[src/rtl/ea_pkg.sv]
// Shared defaults and helpers for the EX-stage effective-address offset pipeline.
// Contents:
//   *_DEF localparams : default widths/sizes used by ea_offset_pipe and hlen_regfile
//   tid_w()           : thread-id width for a given thread count (never below 1)
package ea_pkg;

    localparam int unsigned DATA_W_DEF     = 64;
    localparam int unsigned HLEN_W_DEF     = 8;
    localparam int unsigned HLEN_SHIFT_DEF = 3;
    localparam int unsigned NUM_THR_DEF    = 4;
    localparam int unsigned MEM_DEPTH_DEF  = 2048;
    localparam int unsigned CNT_W_DEF      = 16;

    // A single-thread build still carries a 1-bit thread id so ports never collapse.
    function automatic int unsigned tid_w(input int unsigned num_thr);
        return (num_thr > 1) ? int'($clog2(num_thr)) : 1;
    endfunction

endpackage

[src/rtl/ea_offset_pipe_hlen_regfile.sv]
// Per-thread packet header length (HLEN) register file.
// Ports:
//   clk, reset       : clock, synchronous active-high reset (clears every HLEN)
//   wr_en            : write strobe
//   wr_thread        : thread whose HLEN is written
//   wr_data          : new HLEN value, in words
//   rd_thread        : thread whose HLEN is read
//   rd_data_c        : combinational read data, write-first on a same-thread write
module hlen_regfile
    import ea_pkg::*;
#(
    parameter int unsigned HLEN_W  = HLEN_W_DEF,
    parameter int unsigned NUM_THR = NUM_THR_DEF,
    localparam int unsigned TID_W  = tid_w(NUM_THR)
) (
    input  logic              clk,
    input  logic              reset,
    input  logic              wr_en,
    input  logic [TID_W-1:0]  wr_thread,
    input  logic [HLEN_W-1:0] wr_data,
    input  logic [TID_W-1:0]  rd_thread,
    output logic [HLEN_W-1:0] rd_data_c
);

    logic [HLEN_W-1:0] regs_q [NUM_THR];
    logic [HLEN_W-1:0] regs_d [NUM_THR];
    logic              wr_in_range_c;

    // Next register contents; ids beyond NUM_THR-1 match no entry and are dropped.
    always_comb begin
        regs_d        = regs_q;
        wr_in_range_c = 1'b0;
        for (int unsigned t = 0; t < NUM_THR; t++) begin
            if (wr_thread == TID_W'(t)) begin
                wr_in_range_c = 1'b1;
                if (wr_en) begin
                    regs_d[t] = wr_data;
                end
            end
        end
    end

    // Async read with write-first bypass so a same-cycle update is seen immediately.
    always_comb begin
        rd_data_c = '0;
        for (int unsigned t = 0; t < NUM_THR; t++) begin
            if (rd_thread == TID_W'(t)) begin
                rd_data_c = regs_q[t];
            end
        end
        if (wr_en && wr_in_range_c && (wr_thread == rd_thread)) begin
            rd_data_c = wr_data;
        end
    end

    // Register storage.
    always_ff @(posedge clk) begin
        if (reset) begin
            regs_q <= '{default: '0};
        end else begin
            regs_q <= regs_d;
        end
    end

endmodule

[src/rtl/ea_offset_pipe.sv]
// Registered EX-stage ALU-src operand select for NUM_THR hardware threads.
// Loads/stores get the immediate offset plus the thread's header length in bytes;
// every other op passes the offset through. One valid/ready register stage.
// Ports:
//   clk, reset          : clock, synchronous active-high reset
//   flush               : drop the held result and any op accepted this cycle
//   in_valid/in_ready   : EX-side handshake (in_ready = !out_valid | out_ready)
//   in_thread           : thread id of the EX op
//   in_lw, in_sw        : op is a load / store (either one makes it a memory op)
//   in_offset           : sign-extended immediate offset
//   hlen_wr_en/_thread/_data : HLEN register write port (words)
//   out_valid/out_ready : ALU-side handshake
//   out_operand         : ALU-src operand
//   out_is_mem          : operand was HLEN-adjusted
//   out_oob             : memory op whose operand is at or past MEM_DEPTH
//   mem_op_count        : saturating count of accepted, unflushed memory ops
module ea_offset_pipe
    import ea_pkg::*;
#(
    parameter int unsigned DATA_W     = DATA_W_DEF,
    parameter int unsigned HLEN_W     = HLEN_W_DEF,
    parameter int unsigned HLEN_SHIFT = HLEN_SHIFT_DEF,
    parameter int unsigned NUM_THR    = NUM_THR_DEF,
    parameter int unsigned MEM_DEPTH  = MEM_DEPTH_DEF,
    parameter int unsigned CNT_W      = CNT_W_DEF,
    localparam int unsigned TID_W     = tid_w(NUM_THR)
) (
    input  logic              clk,
    input  logic              reset,
    input  logic              flush,
    input  logic              in_valid,
    output logic              in_ready,
    input  logic [TID_W-1:0]  in_thread,
    input  logic              in_lw,
    input  logic              in_sw,
    input  logic [DATA_W-1:0] in_offset,
    input  logic              hlen_wr_en,
    input  logic [TID_W-1:0]  hlen_wr_thread,
    input  logic [HLEN_W-1:0] hlen_wr_data,
    output logic              out_valid,
    input  logic              out_ready,
    output logic [DATA_W-1:0] out_operand,
    output logic              out_is_mem,
    output logic              out_oob,
    output logic [CNT_W-1:0]  mem_op_count
);

    localparam logic [DATA_W-1:0] MEM_LIMIT = DATA_W'(MEM_DEPTH);
    localparam logic [CNT_W-1:0]  CNT_MAX   = '1;

    logic [HLEN_W-1:0] hlen_c;
    logic              mem_c;
    logic              accept_c;
    logic [DATA_W-1:0] hlen_bytes_c;
    logic [DATA_W-1:0] operand_c;
    logic              oob_c;

    logic              out_valid_q,   out_valid_d;
    logic [DATA_W-1:0] out_operand_q, out_operand_d;
    logic              out_is_mem_q,  out_is_mem_d;
    logic              out_oob_q,     out_oob_d;
    logic [CNT_W-1:0]  cnt_q,         cnt_d;

    // Per-thread HLEN storage; writes proceed regardless of stall or flush.
    hlen_regfile #(
        .HLEN_W  (HLEN_W),
        .NUM_THR (NUM_THR)
    ) u_hlen_regfile (
        .clk       (clk),
        .reset     (reset),
        .wr_en     (hlen_wr_en),
        .wr_thread (hlen_wr_thread),
        .wr_data   (hlen_wr_data),
        .rd_thread (in_thread),
        .rd_data_c (hlen_c)
    );

    // A free or draining output register can take a new op.
    assign in_ready = !out_valid_q || out_ready;

    // Operand datapath: HLEN words scaled to bytes, added modulo 2^DATA_W.
    always_comb begin
        mem_c        = in_lw | in_sw;
        accept_c     = in_valid & in_ready;
        hlen_bytes_c = DATA_W'(hlen_c) << HLEN_SHIFT;
        operand_c    = mem_c ? (in_offset + hlen_bytes_c) : in_offset;
        oob_c        = mem_c && (operand_c >= MEM_LIMIT);
    end

    // Output stage control: flush beats accept; a held result clears once taken.
    always_comb begin
        out_valid_d   = out_valid_q;
        out_operand_d = out_operand_q;
        out_is_mem_d  = out_is_mem_q;
        out_oob_d     = out_oob_q;
        cnt_d         = cnt_q;

        if (flush) begin
            out_valid_d = 1'b0;
        end else if (accept_c) begin
            out_valid_d   = 1'b1;
            out_operand_d = operand_c;
            out_is_mem_d  = mem_c;
            out_oob_d     = oob_c;
            if (mem_c && (cnt_q != CNT_MAX)) begin
                cnt_d = cnt_q + CNT_W'(1);
            end
        end else if (out_ready) begin
            out_valid_d = 1'b0;
        end
    end

    // Output register and counter.
    always_ff @(posedge clk) begin
        if (reset) begin
            out_valid_q   <= 1'b0;
            out_operand_q <= '0;
            out_is_mem_q  <= 1'b0;
            out_oob_q     <= 1'b0;
            cnt_q         <= '0;
        end else begin
            out_valid_q   <= out_valid_d;
            out_operand_q <= out_operand_d;
            out_is_mem_q  <= out_is_mem_d;
            out_oob_q     <= out_oob_d;
            cnt_q         <= cnt_d;
        end
    end

    assign out_valid    = out_valid_q;
    assign out_operand  = out_operand_q;
    assign out_is_mem   = out_is_mem_q;
    assign out_oob      = out_oob_q;
    assign mem_op_count = cnt_q;

endmodule

[config.mk]
export PLATFORM = sky130hd
export DESIGN_NAME = ea_offset_pipe
export DESIGN_NICKNAME = d
export VERILOG_FILES = /design/src/rtl/ea_pkg.sv /design/src/rtl/ea_offset_pipe_hlen_regfile.sv /design/src/rtl/ea_offset_pipe.sv
export SDC_FILE = /design/constraint.sdc
export NUM_CORES = 1
export LEC_CHECK = 0
export CORE_MARGIN = 2
export CORE_UTILIZATION = 54
export DETAILED_ROUTE_END_ITERATION = 6
export PLACE_DENSITY = 0.87
export SLEW_MARGIN = 20
export SYNTH_ARGS = -nofsm -noshare
export SYNTH_HDL_FRONTEND = slang
export SYNTH_SLANG_ARGS = --single-unit
[constraint.sdc]
create_clock -name clk -period 9 [get_ports clk]
set_clock_uncertainty 0.2 [all_clocks]
set_input_delay 1.8 -clock clk [delete_from_list [all_inputs] [get_ports clk]]
set_output_delay 1.8 -clock clk [all_outputs]
set_load 0.05 [all_outputs]
# Word level (Yosys, flattened, before mapping)
# Cells that the tools add are included.
totals:
  input_bits: 84
  regBits: 115
  wordCells: 51
  output_inout_bits: 84
classes:
  eq_ne: 8
  muxes: 12
  reduce_logical: 16
  magnitude_cmp: 1
  addsub: 2
  bitwise: 3
op_table:
  columns: ["operator", "n"]
  rows:
  - ["64-bit by 11-bit adder with 64-bit output", 1]
  - ["64-bit by 12-bit greater-or-equal comparator with 1-bit output, second input constant", 1]
  - ["64-bit 2-to-1 mux", 1]
  - ["8-bit 2-to-1 mux", 5]
  - ["16-bit by 1-bit adder with 16-bit output, second input constant", 1]
  - ["16-bit inequality test, second input constant", 1]
  - ["2-bit AND reduction", 5]
  - ["2-bit equality test, second input constant", 4]
  - ["1-bit 2-to-1 mux", 6]
  - ["2-bit by 1-bit equality test with 1-bit output, second input constant", 2]
  - ["1-bit logical AND", 4]
  - ["2-bit logical NOT", 2]
  - ["3-bit AND reduction", 1]
  - ["2-bit equality test", 1]
  - ["2-bit nonzero test", 1]
  - ["2-bit OR reduction", 1]
  - ["1-bit bitwise AND", 1]
  - ["1-bit logical NOT", 1]
  - ["1-bit logical OR", 1]
  - ["1-bit inverter", 1]
  - ["1-bit OR", 1]

# Longest topological paths before layout
depth:
  ltp_word: 12
  depth_mapped: 17
  ltp_nobuf: 15

# Modules after synthesis
# Synthesis repeated with hierarchy kept, for this count alone.
unflattened:
  cells_unflattened: 781
  area_unflattened_um2: 6691.4
modules_own_cells:
  columns: ["mod", "n_inst", "area_per_inst_um2", "cells_each", "seq_area_each_um2"]
  rows:
  - ["ea_offset_pipe", 1, 5182.5, 654, 1661.6]
  - ["hlen_regfile", 1, 1508.9, 127, 640.6]

# Worst setup path before layout
# Ideal clock, no wire load.
synth_timing:
  path_kind: "input -> register"
  from: "in in_thread[0]"
  to: "reg out_oob_q, in the netlist out_oob"
  slack_ns: 3.052
  t_arrival_ns: 5.617
  setup_ns: 0.131
  path_buffers: 1
  t_required_ns: 8.669
  cell_stages: 16
  path_cell_list: "clkbuf_1 -> xnor2_1 -> nand3_1 -> mux2_2 -> ha_1 -> inv_1 -> fa_1 -> nand2b_1 -> a21oi_2 -> nor2_2 -> or4_4 -> o21ai_2 -> nand3_1 -> or4_1 -> nor4_1 -> a31oi_1"
synth_between:
  elab_chain_len: 10
  word_cells_on_any_way: 15
  classes_between: "add/sub: 1; order compare: 1; eq/ne: 4; mux: 6; reduce/logical: 3"
synth_rtl:
  columns: ["element", "line", "rtl"]
  rows:
  - ["from (decl)", "ea_offset_pipe.sv:33", "input logic [TID_W-1:0] in_thread,"]
  - ["2-bit logical NOT", "ea_offset_pipe_hlen_regfile.sv:47", "if (rd_thread == TID_W'(t)) begin"]
  - ["8-bit 2-to-1 mux (4 in a row)", "ea_offset_pipe_hlen_regfile.sv:47", null]
  - ["8-bit 2-to-1 mux *", "ea_offset_pipe_hlen_regfile.sv:51", "if (wr_en && wr_in_range_c && (wr_thread == rd_thread)) begin"]
  - ["64-bit by 11-bit adder with 64-bit output *", "ea_offset_pipe.sv:86", "operand_c = mem_c ? (in_offset + hlen_bytes_c) : in_offset;"]
  - ["64-bit 2-to-1 mux *", "ea_offset_pipe.sv:86", null]
  - ["64-bit by 12-bit greater-or-equal comparator with 1-bit output *", "ea_offset_pipe.sv:87", "oob_c = mem_c && (operand_c >= MEM_LIMIT);"]
  - ["1-bit logical AND *", "ea_offset_pipe.sv:87", null]
  - ["to (signal assigned)", "ea_offset_pipe.sv:125", "out_oob_q <= out_oob_d;"]
  - ["to (decl)", "ea_offset_pipe.sv:61", "logic out_oob_q, out_oob_d;"]
# Mark *: on every way between the ends. The rest lies on a longest branch, timed or not.
# A chain may end at the register's enable or synchronous reset.

# Final worst setup path
# Ends and elaborated chain as after synthesis.

==> impl_metrics.json <==
{
  "synth_nets": 868,
  "status": "finished, final reports clean",
  "rows": 40,
  "cts_buffers": 17,
  "gr-total-overflow": 0,
  "clk_latency_ps": 420,
  "vias_per_cell": 6.090,
  "die-height_um": 114.6,
  "cts.clk_slew.worst_paths_ps": 60,
  "clock_tree.buffer_depth": 2,
  "tns_ps": 0,
  "synthFlopType": "dfxtp_1",
  "max_freq_mhz": 152.3,
  "path_buf_inv": 1,
  "period_minus_slack_ps": 6567,
  "final_nets": 1014,
  "setup_violations": 0,
  "cts_htree_levels": 4,
  "core_um2": 11960,
  "synth_warnings": 0,
  "vdd_ir_drop_max_mv": 0.1232,
  "ctsResizeCount": 0,
  "grt_pass1_wl_um": 31730,
  "async_flop_share": 0,
  "critPathMaxFanout": 9,
  "final_common_cell": "clkdlybuf4s50_1",
  "first_global_vias": 6172,
  "arrival_ps": 6670,
  "drt-pass1-iter-count": 5,
  "hold_viol": 0,
  "area_growth_syn_to_layout_pct": 34.83,
  "portBuffers": 167,
  "detail-route-antenna-nets": 0,
  "tightest_slew_ps": 1041,
  "fillers": 892,
  "vias": 6565,
  "synth-edff-count": 0,
  "cts.sinks": 115,
  "hpwl_um": 14320,
  "synth.distinct_cells": 67,
  "slew_headroom": 0.3060,
  "die-area_um2": 13130,
  "drt-initial-drc-count": 552,
  "finalNonFillerCells": 1078,
  "cts_setup_buffers": 0,
  "syn-cell-area_um2": 6603,
  "slowest_stage": "clkdlybuf4s50_1",
  "cap_viol_max_count": 0,
  "postSynthCellCount": 774,
  "gp_congestion": 0.9426,
  "cts-root-buf": "clkbuf_16",
  "wl_met2_um": 9191,
  "ys_seq_area_frac": 0.3487,
  "hold_class": "flip-flop to flip-flop",
  "chipWidth_um": 114.6,
  "io_pins": 168,
  "syn_avg_cell_area_um2": 8.530,
  "rsz0062_at_grt": "no",
  "mostFrequentLayoutCells": "clkdlybuf4s50_1, nor2_1, dfxtp_1, a211oi_1, nand2_1",
  "p_leak_nw": 3.200,
  "drive_gt1_frac": 0.08485,
  "worst_setup_path_end_kind": "flip-flop",
  "met1_length_um": 8580,
  "crit_chain": "clkdlybuf4s50_1 -> xnor2_1 -> nand3_1 -> mux2_2 -> ha_1 -> nand3_1 -> nor3_1 -> nor2_1 -> nor3b_1 -> xnor2_1 -> nand2_1 -> or4_1 -> nor4_1 -> a31oi_1",
  "grt_max_degree": 100,
  "timing.final.crit_share": 0.7297,
  "path_class": "primary input to flip-flop",
  "place_inst": 1048,
  "hold_buffers": 0,
  "maxSlewViolCount": 0,
  "cts_tree": "done",
  "crit_family": "simple AND/OR/NAND/NOR gates",
  "routedWlPerCell_um": 18.53,
  "required_ps": 9100,
  "routed_wl_um": 19980,
  "initial_core_util": 0.5520,
  "cpPeakStageDelay_ps": 860,
  "synth_seq_cells": 115,
  "top_layer": "met4",
  "antenna_found_initial": 0,
  "startpoint_type": "primary input",
  "drc_errors": 0,
  "power_density_nw_per_um2": 178.1,
  "grtUsageTotal": 0.3083,
  "wl_met3_um": 1768,
  "n_antenna_cell": 0
}
-- per-layer routing --
metal  up-vias  track usage
li1       3130            -
met1      3061       0.4086
met2       331       0.4821
met3        43      0.07517
met4         0       0.1260
met5         -            0
-- cell usage after synthesis, types with 13 or more instances --
master,n,share of area
nand4_1,31,0.029
xnor2_1,36,0.048
o21ai_0,17,0.013
a21oi_1,20,0.015
mux2i_1,37,0.056
nor2_1,126,0.072
nand2_1,46,0.026
nor3_1,24,0.018
dfxtp_1,115,0.35
clkbuf_1,36,0.020
a211oi_1,51,0.058
xor2_1,33,0.044
nand3_1,27,0.020
nor4_1,13,0.012
-- cell families after synthesis --
kind of cell / share of synthesized area
buffers and inverters: 0.04017
AOI/OAI and AO/OA: 0.1355
adders and majority gates: 0.02009
muxes: 0.1021
and+or+nand+nor: 0.2619
DFF: 0.3487
xor gates and xnor gates: 0.09153
-- cell type report --
class,instances,area (um2),share of cell area
Clock buffer,20,466.7,0.05242
Clock inverter,10,156.4,0.01757
Inverter,12,45.04,0.005060
Multi-Input combinational cell,602,4041,0.4540
Sequential cell,115,2302,0.2586
Tap cell,147,183.9,0.02066
Timing Repair Buffer,172,1707,0.1917
-- metrics by stage --
step	setup slack [ps]	total power [mW]	hold slack [ps]	instance area (um2)	util
finish	2433	1.586	257.0	8902	0.7442
global route	1994	1.634	274.5	8902	0.7442
CTS	2508	1.588	261.3	8902	0.7442
detailed placement	2081	0.8719	250.7	8279	0.6922
global placement	2202	0.8683	241.1	8279	0.6922
floorplan	3052	0.7501	255.4	6603	-
-- sequential cells by signal, summed over array words and instances (netlist names) --
signal / flops
out_valid: 1
out_oob: 1
out_is_mem: 1
mem_op_count: 16
u_hlen_regfile.regs_q: 32
out_operand: 64
-- worst paths after layout --
path	start	to	slack [ps]	cells after the start
setup / recovery	in_thread[0]	out_oob	2430	14
hold / removal	out_operand[0]	out_operand[0]	260	2
setup reg to reg	u_hlen_regfile.regs_q[7]	out_oob	4510	12
hold reg to reg	out_operand[0]	out_operand[0]	260	2
-- power breakdown --
group	switching (mW)	internal, mW	total, mW	leakage, nW
Combinational	0.194	0.122	0.317	1.95
Clock	0.239	0.480	0.719	0.308
Sequential	0.0147	0.536	0.550	0.942
Total	0.448	1.14	1.59	3.20
-- worst reg2reg max path, stage by stage, from the launching register on --
cell,delay (ps)
dfxtp_1,310
mux4_2,470
mux2_2,300
ha_1,370
nand3_1,120
nor3_1,540
nor2_1,150
nor3b_1,630
xnor2_1,260
nand2_1,90
or4_1,480
nor4_1,330
a31oi_1,120
(Power assumes the default switching activity.)
